<file path="src/rtl/dmem_pkg.sv">
// ----------------------------------------------------------------------------
// dmem_pkg: shared state encoding and bus size codes for dmem_bridge. Rev 1.0
// ----------------------------------------------------------------------------
`default_nettype none

package dmem_pkg;

   typedef logic [1:0] state_t;

   localparam state_t ST_IDLE = 2'd0;
   localparam state_t ST_ADDR = 2'd1;
   localparam state_t ST_DATA = 2'd2;
   localparam state_t ST_DONE = 2'd3;

   localparam logic [1:0] SZ_BYTE = 2'd0;
   localparam logic [1:0] SZ_HALF = 2'd1;
   localparam logic [1:0] SZ_WORD = 2'd2;

endpackage

`default_nettype wire

</file>
<file path="src/rtl/dmem_strb_dec.sv">
// ----------------------------------------------------------------------------
// dmem_strb_dec: big-endian byte strobe -> {wr, size, addr[1:0]}. Rev 1.0
// ----------------------------------------------------------------------------
`default_nettype none

module dmem_strb_dec
   import dmem_pkg::*;
(
   input  logic [3:0] strb,
   output logic       wr,
   output logic [1:0] size,
   output logic [1:0] addr_lo
);

   always_comb begin
      wr      = (strb != 4'b0000);
      size    = SZ_WORD;
      addr_lo = 2'b00;
      // Strobe bit 3 is byte offset 0; irregular patterns fall back to a word access.
      case (strb)
         4'b1100: size = SZ_HALF;
         4'b0011: begin size = SZ_HALF; addr_lo = 2'b10; end
         4'b1000: size = SZ_BYTE;
         4'b0100: begin size = SZ_BYTE; addr_lo = 2'b01; end
         4'b0010: begin size = SZ_BYTE; addr_lo = 2'b10; end
         4'b0001: begin size = SZ_BYTE; addr_lo = 2'b11; end
         default: begin size = SZ_WORD; addr_lo = 2'b00; end
      endcase
   end

endmodule

`default_nettype wire

</file>
<file path="src/rtl/dmem_bridge.sv">
// ----------------------------------------------------------------------------
// dmem_bridge: MEM-stage strobe requests onto the req/addr_ok/data_ok bus.
// Option macro DMEM_BRIDGE_WBUF_EN enables posted writes. Rev 1.0
// ----------------------------------------------------------------------------
`default_nettype none

module dmem_bridge
   import dmem_pkg::*;
#(
   parameter int AW = 32,
   parameter int DW = 32
) (
   input  logic          clk,
   input  logic          rst,
   input  logic          mem_en,
   input  logic [3:0]    mem_wstrb,
   input  logic [AW-1:0] mem_addr,
   input  logic [DW-1:0] mem_wdata,
   output logic [DW-1:0] mem_rdata,
   output logic          mem_stall,
   output logic          data_req,
   output logic          data_wr,
   output logic [1:0]    data_size,
   output logic [AW-1:0] data_addr,
   output logic [DW-1:0] data_wdata,
   input  logic          data_addr_ok,
   input  logic          data_data_ok,
   input  logic [DW-1:0] data_rdata
);

   state_t        state_q, state_d;
   logic [DW-1:0] rdata_q, rdata_d;
   logic          dec_wr;
   logic [1:0]    dec_size;
   logic [1:0]    dec_addr_lo;
   logic          issue_ok;
   logic          posted;

   dmem_strb_dec u_strb_dec (
      .strb    (mem_wstrb),
      .wr      (dec_wr),
      .size    (dec_size),
      .addr_lo (dec_addr_lo)
   );

`ifdef DMEM_BRIDGE_WBUF_EN
   logic wr_pending_q, wr_pending_d;

   always_comb begin
      issue_ok = !wr_pending_q;
      posted   = dec_wr;
   end

   // A new posted store outranks a data_ok, which cannot belong to it yet.
   always_comb begin
      wr_pending_d = wr_pending_q;
      if (data_data_ok)
         wr_pending_d = 1'b0;
      if (data_req && data_addr_ok && posted)
         wr_pending_d = 1'b1;
   end

   always_ff @(posedge clk) begin
      if (!rst)
         wr_pending_q <= 1'b0;
      else
         wr_pending_q <= wr_pending_d;
   end
`else
   always_comb begin
      issue_ok = 1'b1;
      posted   = 1'b0;
   end
`endif

   always_ff @(posedge clk) begin
      if (!rst) begin
         state_q <= ST_IDLE;
         rdata_q <= '0;
      end else begin
         state_q <= state_d;
         rdata_q <= rdata_d;
      end
   end

   always_comb begin
      state_d = state_q;
      case (state_q)
         ST_IDLE: begin
            if (mem_en && issue_ok)
               state_d = data_addr_ok ? (posted ? ST_DONE : ST_DATA) : ST_ADDR;
         end
         ST_ADDR: begin
            if (data_addr_ok)
               state_d = posted ? ST_DONE : ST_DATA;
         end
         ST_DATA: begin
            if (data_data_ok)
               state_d = ST_DONE;
         end
         default: state_d = ST_IDLE;
      endcase
   end

   always_comb begin
      data_req  = ((state_q == ST_IDLE) && mem_en && issue_ok) || (state_q == ST_ADDR);
      mem_stall = mem_en && (state_q != ST_DONE);
      rdata_d   = rdata_q;
      if ((state_q == ST_DATA) && data_data_ok && !dec_wr)
         rdata_d = data_rdata;
   end

   assign data_wr    = dec_wr;
   assign data_size  = dec_size;
   assign data_addr  = {mem_addr[AW-1:2], dec_addr_lo};
   assign data_wdata = mem_wdata;
   assign mem_rdata  = rdata_q;

endmodule

`default_nettype wire

</file>
<file path="config.mk">
export PLATFORM = sky130hd
export DESIGN_NAME = dmem_bridge
export DESIGN_NICKNAME = d
export VERILOG_FILES = /design/src/rtl/dmem_pkg.sv /design/src/rtl/dmem_strb_dec.sv /design/src/rtl/dmem_bridge.sv
export SDC_FILE = /design/constraint.sdc
export NUM_CORES = 1
export LEC_CHECK = 0
export ABC_AREA = 1
export BUFFER_PORTS_ARGS = -buffer_cell sky130_fd_sc_hd__buf_2
export CAP_MARGIN = 10
export CORE_MARGIN = 10
export CORE_UTILIZATION = 39
export DETAILED_ROUTE_END_ITERATION = 8
export PLACE_DENSITY = 0.84
export SLEW_MARGIN = 20
export SYNTH_ARGS = -nofsm -noshare
export SYNTH_HDL_FRONTEND = slang
export SYNTH_SLANG_ARGS = --single-unit
</file>
<file path="constraint.sdc">
create_clock -name clk -period 2.71 [get_ports clk]
set_input_delay 0.4065 -clock clk [delete_from_list [all_inputs] [get_ports clk]]
set_output_delay 0.4065 -clock clk [all_outputs]
set_load 0.02 [all_outputs]
</file>
==> flow_results.org, run 1 <==
** Pwr
- The share of total power dissipated in the clock network is 0.360.
- Share of power burned in combinational logic :: 0.214
- For this design the ratio of total power to cell area is 600 nW/um^2.
- The internal portion of the total power is 0.903 mW.
- The share of total power dissipated in sequential elements is 0.426.
- Overall power consumption :: 1.28 mW
- Switching part of the total :: 0.292
- VDD sags by at most 0.000358 V.
- The analysis attributes to net switching a power of 0.373 mW.
- In this run the static leakage power is 1.32 nW.

** Route
- After detailed routing, the total wire length is 4590 um.
- First drt pass iteration count :: 4
- In the routed design, unresolved DRC markers number 0.
- The detailed router placed 1650 vias in this run.
- Final ANT Viol Nets :: 0
- The detailed router finished its first iteration with 49 violations.
- Highest metal used :: met4
- Via density :: 4.17
- Total routed wire length on the met1 layer :: 1770 um
- Dividing the detail-routed wire length by the instance count gives 11.6 um.
- In the detailed route, the total length drawn on met2 is 2110 um.
- Length of routed met3 wiring :: 494 um

** Clocking
- Clock transition time at the flip-flop clock pins of the worst setup and hold paths :: 0.07 ns
- Insertion delay of the later-clocked pin in the worst-skew pair :: 0.28 ns
- CTS tree :: yes
- Number of H-tree levels :: 2
- Gates resized during post-CTS repair numbered 0.
- The clock drives 34 sinks.
- Master cell of the clock root buffer :: clkbuf_8
- Max Root-Sink Buffers :: 2
- For this design, the CTS-stage hold fixing added 0 buffers.
- Clock tree synthesis inserted a total of 5 buffers.
- Buffers inserted by post-CTS timing repair :: 0

** Min path
- Counting instances, the worst hold path has a depth of 3.
- In this run the most critical hold path is launched from data_rdata[16].
- For hold timing, the worst endpoint is mem_rdata[16]$_SDFFE_PN0P_.
- Worst min-delay path category :: in -> reg

** Logic synthesis
- Counting distinct cell types in the post-synthesis netlist gives 16.
- After synthesis, the share of cell area in mux cells is 0.
- In the synthesized netlist, the cells that appear most often are 77 x nand2_1, 71 x nor2_1, 63 x buf_4.
- Dominant combinational cell family by area after synthesis :: buffers and inverters
- The synthesized design contains 34 register bits.
- Async set-reset flop share out of synthesis :: 0
- Net count after synthesis :: 421
- The area fraction in compound gates after synthesis is 0.0109.
- The share of the Yosys chip area taken by registers is 0.329.
- Share of synthesized cell area in and, or, nand and nor gates :: 0.302
- nand2_1 is the most common cell in the netlist.
- After technology mapping, the gate count stands at 311.
- Dominant synthesized flop cell :: dfxtp_1
- Of the total synthesized cell area, the portion taken by full adders, half adders and majority gates is 0.0302.
- Summed over all instances, the cell type with the most area after synthesis is dfxtp_1.
- A synthesized cell averages 6.66 um^2.
- Number of warning messages in the yosys log :: 0
- Of the post-synthesis cell area, the dominant cell type holds 0.329.
- The cell area that synthesis handed to floorplanning was 2070 um^2.
- Post-synth EDFFs :: 0
- Of the total synthesized cell area, the portion taken by XOR and XNOR cells is 0.
- In the post-synthesis netlist, the biggest area contributors are dfxtp_1 33%, buf_4 23%, nand2_1 14%, nor2_1 13%, inv_1 7.1%.

** STA
- Layout Skew :: 0.00109 ns
- In the finished design, the share of the clock period the worst path needs comes to 0.657.
- Max-slew violations :: 0
- The number of hold violations in the final report came to 0.
- Tightest Pin Transition :: 0.653 ns
- Setup repair after global routing left no endpoint under its margin.
- Subtracting the final worst setup slack from the clock period gives 1.78 ns.
- Headroom to the max-slew limit came out at 0.565.
- Maximum clock frequency :: 0.562 GHz
- Post-Route Setup TNS :: 0 ns
- Setup violations remaining at the end of the flow were counted as 0.

** Final layout
- From synthesis to final layout, the design area changed by 2.72%.
- 0 antenna diodes ended up in the layout.
- The net count of the finished layout is 435.
- Measured on the finished design, the core utilization comes to 0.414.
- Proportion of layout cells with a drive suffix above 1 :: 0.270

** Placement
- Port buffer count :: 79
- The wire-length estimate of the detail-placed layout is 3420 um.
- Last weighted congestion value of the routability-driven placer :: 0.723

** Critical path
- Crit. path cell count :: 4
- FF-to-FF path depth :: 7
- At the worst endpoint, the required time is 2.30 ns.
- Data arrives at the worst endpoint at 1.37 ns.
- Worst R2R End :: mem_rdata[18]$_SDFFE_PN0P_
- Category of the critical setup timing path :: reg -> out
- The worst setup path is launched from a flop.
- The startpoint identified for the worst register-to-register timing path is state_q[0]$_SDFFE_PN0P_.
- Setup slack on the worst reg-to-reg path comes out at 0.96 ns.
- Sum of buffers and inverters on the critical path :: 2
- Kind of end point of the critical path :: output pin
- The slowest stage of the critical path belongs to the cell dfxtp_1.
- Grouping stages by cell kind, the critical path spends the most delay in flip-flops.
- Critical path peak fanout :: 5
- Series of cell instances along the critical path :: inv_1, ha_1, a21o_1, buf_2
- Critical Path Max Stage Delay :: 0.41 ns

** Global routing
- The first global-routing pass estimated 7560 um of wire.
- Antenna violations before repair :: 0
- The number of global-route vias before repair was 1675.
- Gr usage total :: 0.106
- For this run the aggregate overflow at the end of global routing stands at 0.
- Entering global routing, the biggest net connects 65 pins.

** Die
- The core region is 5140 um^2.
- Measured along the y axis, the die boundary spans 92.9 um.
- DIE AREA :: 8620 um^2
- Num ports :: 206
- Number of placement rows :: 26
- In this run the horizontal extent of the chip is 92.9 um.
- For this configuration, the core starts out at a cell density of 0.403.

** Flow run
- Count of max-cap constraint violations :: 0

** Status
- Result of the run :: finished, final reports clean
worst max-delay path by stage:
stage	start	to	slack, ns
floorplan	mem_wstrb[3]	data_size[1]	1.09
global placement	state_q[0]$_SDFFE_PN0P_	mem_rdata[19]$_SDFFE_PN0P_	1.01
detailed placement	state_q[0]$_SDFFE_PN0P_	mem_rdata[18]$_SDFFE_PN0P_	0.95
CTS	state_q[0]$_SDFFE_PN0P_	mem_rdata[18]$_SDFFE_PN0P_	0.93
global route	state_q[0]$_SDFFE_PN0P_	mem_rdata[31]$_SDFFE_PN0P_	0.71
finish	state_q[1]$_SDFFE_PN0P_	data_req	0.93
final cells by class:
cell class | instances | area [um^2]
Fill cell | 559 | 3010
Multi-Input combinational cell | 166 | 711
Sequential cell | 34 | 681
Timing Repair Buffer | 79 | 395
Inverter | 39 | 146
Tap cell | 70 | 87.6
Clock buffer | 7 | 76.3
Clock inverter | 1 | 30.0
per-layer routing:
layer  vias to the layer above  GRT usage
met2                        70      0.168
met5                         -          0
li1                        864          -
met1                       681      0.101
met4                         0     0.0861
met3                        35     0.0573
power by group through the flow:
stage	logic [mW]	registers, mW	clock network, mW
2_1_floorplan	0.310	0.562	0
3_3_place_gp	0.259	0.552	0
3_5_place_dp	0.274	0.555	0
4_1_cts	0.275	0.543	0.484
5_1_grt	0.311	0.546	0.501
6_report	0.273	0.544	0.459
tightest hold or removal path, delay by kind of cell:
| family | cells | cell delay, ns |
|---|---|---|
| buffers and inverters | 1 | 0.07 |
| AND/OR/NAND/NOR | 2 | 0.11 |
placed cells by master, fill, tap and decap left out, drive strengths merged, types with 2 or more instances in the layout:
cell,Yosys,layout
dfxtp,34,34
a21oi,2,2
buf,69,79
clkbuf,3,7
nand3,5,5
ha,5,5
nand2,77,77
nor2,73,73
inv,39,39
nor3,2,2
stage by stage:
stage / std cells / hold WS (ns) / setup WS (ns) / area, um^2
final: 396 / 0.342 / 0.930 / 2130
after global placement: 388 / 0.494 / 1.01 / 2020
after detailed placement: 388 / 0.496 / 0.948 / 2020
after floorplan: 311 / 0.541 / 1.09 / 2070
after CTS: 396 / 0.331 / 0.929 / 2130
after global routing: 396 / 0.332 / 0.712 / 2130
registers in the layout, summed over array words and instances, names as in the netlist:
name,cells
mem_rdata,32
state_q,2
logic make-up after synthesis:
family                     count (synthesis)
AOI/OAI and AO/OA                          4
buffers and inverters                    111
DFF                                       34
and+or+nand+nor                          157
adders and majority gates                  5
Note: power is estimated with default switching activity, not from simulation.
==> inputs of run 2 (changes only) <==
Settings changed: CORE_UTILIZATION 39 to 36, PLACE_DENSITY 0.84 to 0.79.
Clock period 2.71 ns to 1.7 ns, I/O delays scaled along.
==> run 2 against run 1 <==
- total power up 51%
- clock power up 37%
- worst hold slack lost 0.16 ns
- highest routed layer unchanged
- sequential share of layout area is 0.42 points lower
- register-to-register slack worse by 0.63 ns
- clock skew grew 0.0033 ns
- combinational power increased by 57%
- final cell count grew 1.0%
- wire length is 2.5% lower
==> flow_results.org, run 2 (synthesis gave the netlist of run 1 again) <==
** STA
- The slew at the pin closest to its max-slew limit was 0.641 ns (was 0.653 ns).
- The setup-violating endpoint count in the final report came to 0 (unchanged).
- The final hold slack came to 0.186 ns (was 0.342 ns).
- The setup TNS after final layout came to 0 ns (unchanged).
- The number of hold violations in the final report is 0 (unchanged).
- The final setup slack of the worst path is 0.0878 ns (was 0.930 ns).
- For this run, the top clock speed supported by timing is 0.620 GHz.
- Period Utilization, post-route :: 0.948
- Unrepaired setup endpoints after global routing: false (unchanged).
- Max-Slew Margin vs Limit :: 0.573 (was 0.565)
- Counting I/O delays and the setup requirement, the final critical path takes 1.61 ns.
- Max-slew violations :: 0 (unchanged)
- Layout Skew :: 0.00439 ns (was 0.00109 ns)

** Pwr
- Switching power :: 0.594 mW (was 0.373 mW)
- P per Cell Area :: 891 nW/um^2 (was 600 nW/um^2)
- Switching part of the total :: 0.309 (was 0.292)
- The worst voltage drop across the vdd grid is 0.000335 V (was 0.000358 V).
- Share of power burned in combinational logic :: 0.222 (was 0.214)
- Cell-internal power :: 1.33 mW (was 0.903 mW)
- The clock network fraction of design power was 0.326 (was 0.360).
- Part of the power in registers :: 0.452 (was 0.426)
- The cell leakage power came to 1.33 nW (was 1.32 nW).

** Die
- The site row count is 27 (was 26).
- Starting density of the core :: 0.374 (was 0.403)
- The boundary pin count was 206 (unchanged).
- The vertical die dimension is 95.8 um (was 92.9 um).
- The floorplan die area is 9190 um^2 (was 8620 um^2).
- DIE WIDTH :: 95.8 um (was 92.9 um)
- The core footprint is 5540 um^2 (was 5140 um^2).

** Global routing
- Number of global-route vias before repair :: 1585 (was 1675)
- The combined global-route utilization of all metal layers was 0.0965 (was 0.106).
- The total global routing overflow came to 0 (unchanged).
- Pin count of the biggest net entering global routing :: 35 (was 65)
- The initial antenna violation count was 0 (unchanged).
- First-pass GRT wire length :: 7050 um (was 7560 um)

** Route
- Iteration-0 DRC Markers :: 66 (was 49)
- The average wire per cell in the routed design came to 11.2 um (was 11.6 um).
- First drt pass iteration count :: 4 (unchanged)
- The via total after detailed routing came to 1665 (was 1650).
- The routed wire length was 4480 um (was 4590 um).
- Via density :: 4.16 (was 4.17)
- The residual antenna-violating net count after detailed routing was 0 (unchanged).
- The count of unresolved DRC violations after routing came to 0 (unchanged).

** Flow run
- The max-capacitance violation count came to 0 (unchanged).

** Critical path
- The delay of the slowest cell on the worst path came to 0.41 ns (about the same).
- FF-to-FF path depth :: 9 (was 7)
- The combined buffer and inverter count along the critical path was 2 (unchanged).
- The startpoint type of the worst setup path was a flop (unchanged).
- The cell type of the slowest stage on the worst timing path is dfxtp_1 (unchanged).
- Series of cell instances along the critical path: inv_1, ha_1, a21o_1, buf_2 (unchanged).
- The logic depth of the worst path, buffers included was 4 (unchanged).
- The element type at the critical path end is an output pin (unchanged).
- The family with the most delay on the worst path is flip-flops (unchanged).
- Launch instance of the worst register-to-register path :: state_q[0]$_SDFFE_PN0P_ (unchanged)
- The arrival time at the worst endpoint is 1.36 ns (was 1.37 ns).
- Required time of the critical path :: 1.44 ns (was 2.30 ns)
- The first element of the critical path is state_q[1]$_SDFFE_PN0P_ (unchanged).
- The highest net fanout along the worst path is 5 (unchanged).
- Category of the critical setup timing path :: reg -> out (unchanged)

** Final layout
- The final cell count without fillers was 400 (was 396).
- Final Util :: 0.390 (was 0.414)
- The sequential cell area in the final layout came to 682 um^2 (was 681 um^2).
- The area of combinational cells with multiple inputs is 711 um^2 (unchanged).
- Proportion of layout cells with a drive suffix above 1 :: 0.284 (was 0.270)
- The number of nets in the layout was 437 (was 435).
- Most common cell after layout, fill and taps aside :: buf_2 (unchanged)
- The fill cell instance count of the final layout came to 609 (was 559).
- The number of antenna repair diodes is 0 (unchanged).
- Commonest cells after routing, fill and taps aside :: 79 x buf_2, 77 x nand2_1, 71 x nor2_1 (unchanged)
- The area growth from synthesis to layout was 4.29% (was 2.72%).
- Max FFs per register :: 32 (unchanged)

** Placement
- The HPWL after detailed placement is 3450 um (was 3420 um).
- The placed instance count was 392 (was 388).
- Last weighted congestion value of the routability-driven placer :: 0.788 (was 0.723)
- The worst slack at placement is 0.261 ns (was 0.948 ns).
- The number of buffers inserted by port buffering came to 79 (unchanged).

** Clocking
- The total number of clock tree sinks came to 34 (unchanged).
- CTS tree :: yes (unchanged)
- The latest clock arrival within the worst-skew pair was 0.28 ns (about the same).
- Count of hold-fix buffers inserted at cts :: 0 (unchanged)
- The number of buffers created by CTS is 5 (unchanged).
- Master cell of the clock root buffer :: clkbuf_8 (unchanged)
- Max Root-Sink Buffers :: 2 (unchanged)
- The number of setup buffers added after CTS came to 0 (unchanged).
- Number of H-tree levels :: 2 (unchanged)
- Clock transition time at the flip-flop clock pins of the worst setup and hold paths :: 0.07 ns (about the same)

** Min path
- The type of the most critical hold path was in -> reg (unchanged).
- The number of cells on the worst hold path was 3 (unchanged).
- Min-delay src :: data_rdata[9] (was data_rdata[16])

** Status
- Result of the run: finished, final reports clean (unchanged).
## run 2: changes by cell type in the layout (fill, tap and decap cells not counted), sizes merged
cell and delta:
bufinv -1, buf +2, clkinv +1, clkbuf -1, clkinvlp +1
## run 2: path summary, 6_finish.rpt
check / to / slack, ns
hold / removal: mem_rdata[9]$_SDFFE_PN0P_ / 0.19
hold reg to reg: mem_rdata[0]$_SDFFE_PN0P_ / 0.51
setup / recovery: data_req / 0.09
setup reg to reg: mem_rdata[21]$_SDFFE_PN0P_ / 0.33
## run 2: layout make-up
| class | instances | area share |
|---|---|---|
| clock buffers | 6 | 0.0382 |
| clock inverters | 2 | 0.00579 |
| inverters | 39 | 0.0678 |
| multi-input cells | 166 | 0.329 |
| flip-flops and latches | 34 | 0.316 |
| well taps | 72 | 0.0417 |
| repair buffers | 81 | 0.202 |
## run 2: what timing repair did
item	in CTS	in global routing
hold endpoints to repair	0	0
resized for setup	0	1
endpoints found under the setup margin	0	1
## run 2: worst register-to-register path, delay by kind of cell (launching register included)
family                   cells  cell delay (ns)
adder cells (fa/ha/maj)      1             0.18
AND/OR/NAND/NOR              5             0.39
buffers and inverters        3             0.39
flip-flops                   1             0.34
## run 2: per-stage QoR
step | area [um^2] | power, mW
4_1_cts | 2160 | 1.97
3_5_place_dp | 2060 | 1.32
3_3_place_gp | 2060 | 1.30
5_1_grt | 2160 | 2.08
2_1_floorplan | 2070 | 1.39
6_report | 2160 | 1.92
## run 2: power groups by stage
| stage | registers, mW | logic, mW | clock network (mW) |
|---|---|---|---|
| global route | 0.876 | 0.500 | 0.708 |
| detailed placement | 0.886 | 0.433 | 0 |
| CTS | 0.867 | 0.434 | 0.671 |
| floorplan | 0.895 | 0.494 | 0 |
| global placement | 0.880 | 0.419 | 0 |
| finish | 0.869 | 0.428 | 0.628 |
## run 2: per-layer routing
layer,routed length [um],share of wire,vias to the layer above,global-route usage
met5,0,0,-,0
met2,1950,0.44,72,0.149
li1,-,-,871,-
met3,553,0.12,37,0.0545
met4,261,0.058,0,0.0811
met1,1710,0.38,685,0.0923
==> inputs of run 3 (changes only) <==
Settings changed: ABC_AREA 1 to default.
==> run 3 against run 2 <==
- setup slack gained 0.070 ns
- worst hold slack gained 0.020 ns
- first-iteration DRC count shrank 73%
- core utilization shrank 0.67 points
- wire length shrank 4.0%
- clock skew grew 0.0016 ns
- fmax grew 4.6%
- design area shrank 2.3%
- die area shrank 1.0%
- non-clock buffer count grew 1
- final cell count shrank 19%
- global-route usage shrank 0.90 points
- largest cell class unchanged
==> flow_results.org, run 3 <==
** Final layout
- Antenna diode count :: 0 (unchanged)
- Net count of the finished layout :: 362 (was 437)
- Commonest cells after routing, fill and taps aside: 79 x buf_2, 66 x nand2_1, 33 x mux2i_1 (was 79 x buf_2, 77 x nand2_1, 71 x nor2_1).
- Fill cells :: 560 (was 609)
- Final Util :: 0.383 (was 0.390)
- Proportion of layout cells with a drive suffix above 1 :: 0.383 (was 0.284)
- The flip-flop count of the largest register after layout is 32 (unchanged).
- Area added between synthesis and finish :: 3.18% (was 4.29%)
- Most common cell after layout, fill and taps aside :: buf_2 (unchanged)

** Logic synthesis
- Largest cells by area after synthesis :: dfxtp_1 33%, buf_4 23%, mux2i_1 16%, nand2_1 12%, ha_1 3.1% (was dfxtp_1 33%, buf_4 23%, nand2_1 14%, nor2_1 13%, inv_1 7.1%)
- Async set-reset flop share out of synthesis :: 0 (unchanged)
- FF+latch count, synth :: 34 (unchanged)
- Top-area cell type share of the netlist area :: 0.333 (was 0.329)
- The leading register cell type out of synthesis is dfxtp_1 (unchanged).
- The synthesis warning total came to 0 (unchanged).
- List of most frequent post-synthesis cells: 66 x nand2_1, 62 x buf_4, 34 x dfxtp_1 (was 77 x nand2_1, 71 x nor2_1, 63 x buf_4).
- Net count after synthesis :: 346 (was 421)
- The netlist area before placement was 2040 um^2 (was 2070 um^2).
- Proportion of synthesized chip area in sequential cells :: 0.333 (was 0.329)
- Cell count after synthesis :: 236 (was 311)
- Count of unique library cells instantiated by Yosys :: 25 (was 16)
- Cell type contributing the most total cell area after synthesis :: dfxtp_1 (unchanged)
- The number of synthesized flops with an enable pin came to 0 (unchanged).
- Most common cell in the synthesized netlist :: nand2_1 (unchanged)
- Mapped Avg Cell Area :: 8.66 um^2 (was 6.66 um^2)

** Clocking
- Insertion delay of the later-clocked pin in the worst-skew pair :: 0.28 ns (about the same)
- The cell chosen for the clock root is clkbuf_8 (unchanged).
- CTS tree :: yes (unchanged)
- The clock-pin slew reported for the worst setup and hold paths after clock tree synthesis came to 0.07 ns (about the same).
- Number of H-tree levels :: 2 (unchanged)
- Total clock buffers created by CTS :: 5 (unchanged)
- The maximum buffer depth of the clock tree was 2 (unchanged).
- The total number of clock tree sinks came to 34 (unchanged).

** Min path
- The type of the most critical hold path is in -> reg (unchanged).

** STA
- Unrepaired setup endpoints after global routing :: false (unchanged)
- Post-Route Setup TNS :: 0 ns (unchanged)
- The share of the cycle needed by the critical path after routing is 0.907 (was 0.948).
- Layout Skew :: 0.00598 ns (was 0.00439 ns)
- The fmax came to 0.649 GHz (was 0.620 GHz).
- The slew at the pin closest to its max-slew limit came to 0.276 ns (was 0.641 ns).
- Max-slew violations :: 0 (unchanged)
- The number of hold violations in the final report came to 0 (unchanged).
- The worst-case headroom to the max-slew limit is 0.816 (was 0.573).
- The setup-violating endpoint count in the final report came to 0 (unchanged).
- Post-layout minimum cycle time :: 1.54 ns (was 1.61 ns)

** Critical path
- The critical path start-end classification was reg -> out (unchanged).
- The arrival time at the worst endpoint came to 1.29 ns (was 1.36 ns).
- The family with the most delay on the worst path is flip-flops (unchanged).
- The combined buffer and inverter count along the critical path came to 2 (unchanged).
- The critical path required time is 1.44 ns (about the same).
- The element type at the critical path end is an output pin (unchanged).
- The highest net fanout along the worst path was 5 (unchanged).
- The cell type of the slowest stage on the worst timing path is dfxtp_2 (was dfxtp_1).
- Series of cell instances along the critical path: inv_1, ha_1, a21o_1, buf_2 (unchanged).
- Critical Path Max Stage Delay :: 0.37 ns (was 0.41 ns)
- The startpoint type of the worst setup path is a flop (unchanged).
- The reg-to-reg setup timing slack is 0.25 ns (was 0.33 ns).

** Global routing
- The number of global-route vias before repair came to 1393 (was 1585).
- The pin count of the biggest net entering global routing is 67 (was 35).
- The wire length of the first global-routing pass came to 6470 um (was 7050 um).
- Gr usage total :: 0.0875 (was 0.0965)
- Residual overflow from global routing :: 0 (unchanged)
- The initial antenna violation count was 0 (unchanged).

** Die
- The core footprint came to 5510 um^2 (was 5540 um^2).
- DIE AREA :: 9090 um^2 (was 9190 um^2)
- Starting density of the core :: 0.371 (was 0.374)
- Num ports :: 206 (unchanged)
- Number of placement rows :: 27 (unchanged)
- The vertical die dimension was 95.4 um (was 95.8 um).
- The horizontal die dimension was 95.4 um (was 95.8 um).

** Flow run
- Count of max-cap constraint violations :: 0 (unchanged)

** Route
- The via total after detailed routing is 1429 (was 1665).
- Avg WL per Cell :: 13.2 um (was 11.2 um)
- Post-route DRC :: 0 (unchanged)
- The residual antenna-violating net count after detailed routing came to 0 (unchanged).
- The routed wire length came to 4300 um (was 4480 um).
- The number of vias per cell was 4.40 (was 4.16).
- Iteration-0 DRC Markers :: 18 (was 66)
- First drt pass iteration count :: 4 (unchanged)

** Pwr
- The power dissipated by switching net loads came to 0.560 mW (was 0.594 mW).
- Highest ir drop seen on vdd :: 0.000554 V (was 0.000335 V)
- Share of power burned in combinational logic :: 0.217 (was 0.222)
- The cell leakage power was 0.991 nW (was 1.33 nW).
- The clock network fraction of design power is 0.326 (about the same).
- The cell-internal power is 1.35 mW (was 1.33 mW).
- Switching part of the total :: 0.293 (was 0.309)
- The ratio of total power to cell area is 906 nW/um^2 (was 891 nW/um^2).
- The sequential group share of total power was 0.457 (was 0.452).

** Placement
- DP Wirelength :: 3320 um (was 3450 um)
- The weighted congestion reported at the end of routability-driven placement is 0.737 (was 0.788).
- Port buffer count :: 79 (unchanged)

** Status
- Result of the run :: finished, final reports clean (unchanged)
-- run 3: path summary, 6_finish.rpt --
path	end	cells past startpoint	from
max	data_req	4	state_q[0]$_SDFFE_PN0P_
min	mem_rdata[23]$_SDFFE_PN0P_	3	data_rdata[23]
max reg2reg	mem_rdata[10]$_SDFFE_PN0P_	5	state_q[0]$_SDFFE_PN0P_
min reg2reg	mem_rdata[23]$_SDFFE_PN0P_	2	mem_rdata[23]$_SDFFE_PN0P_
-- run 3: routing by layer --
layer / GRT usage / up-vias / wire length (um)
met5: 0 / - / 0
met4: 0.0486 / 0 / 107
met1: 0.0867 / 608 / 1560
met2: 0.142 / 85 / 2020
met3: 0.0503 / 21 / 608
li1: - / 715 / -
-- run 3: worst reg2reg max path: stages, from the launching register on --
cell and delay, ns:
dfxtp_2 0.35, inv_1 0.10, ha_1 0.18, and4_4 0.24, buf_4 0.27, mux2i_1 0.25
-- run 3: layout make-up --
| class | instances | area (um^2) | area share |
|---|---|---|---|
| clock buffers | 6 | 82.6 | 0.0391 |
| multi-input cells | 126 | 787 | 0.373 |
| well taps | 72 | 90.1 | 0.0427 |
| flip-flops and latches | 34 | 683 | 0.324 |
| clock inverters | 2 | 12.5 | 0.00593 |
| repair buffers | 82 | 443 | 0.210 |
| inverters | 3 | 11.3 | 0.00534 |
-- run 3: kinds of logic after synthesis --
| family | after synthesis | share of synthesized area |
|---|---|---|
| multiplexers | 33 | 0.162 |
| AO/OA/AOI/OAI | 6 | 0.0239 |
| adder cells (fa/ha/maj) | 5 | 0.0306 |
| flip-flops | 34 | 0.333 |
| buffers and inverters | 76 | 0.282 |
| AND/OR/NAND/NOR | 81 | 0.165 |
| XOR/XNOR | 1 | 0.00428 |
-- run 3: per-stage QoR --
step	power (mW)	worst slack [ns]	cells	cell area [um^2]	hold slack [ns]
floorplan	1.38	0.387	236	2040	0.397
global placement	1.28	0.281	317	2010	0.439
detailed placement	1.30	0.192	317	2010	0.445
CTS	1.94	0.0740	325	2110	0.198
global route	2.03	0.0829	325	2110	0.197
finish	1.91	0.158	325	2110	0.206
-- run 3: repair_timing --
item                                    in CTS  in global routing
endpoints found under the setup margin       0                  1
hold buffers                                 0                  0
resized for setup                            0                  2
setup buffers                                0                  0
-- run 3: power groups by stage --
| stage | combinational, mW | sequential (mW) | clock (mW) |
|---|---|---|---|
| after floorplan | 0.501 | 0.883 | 0 |
| after global placement | 0.397 | 0.884 | 0 |
| after detailed placement | 0.418 | 0.883 | 0 |
| after CTS | 0.419 | 0.865 | 0.653 |
| after global routing | 0.466 | 0.879 | 0.685 |
| final | 0.415 | 0.873 | 0.623 |
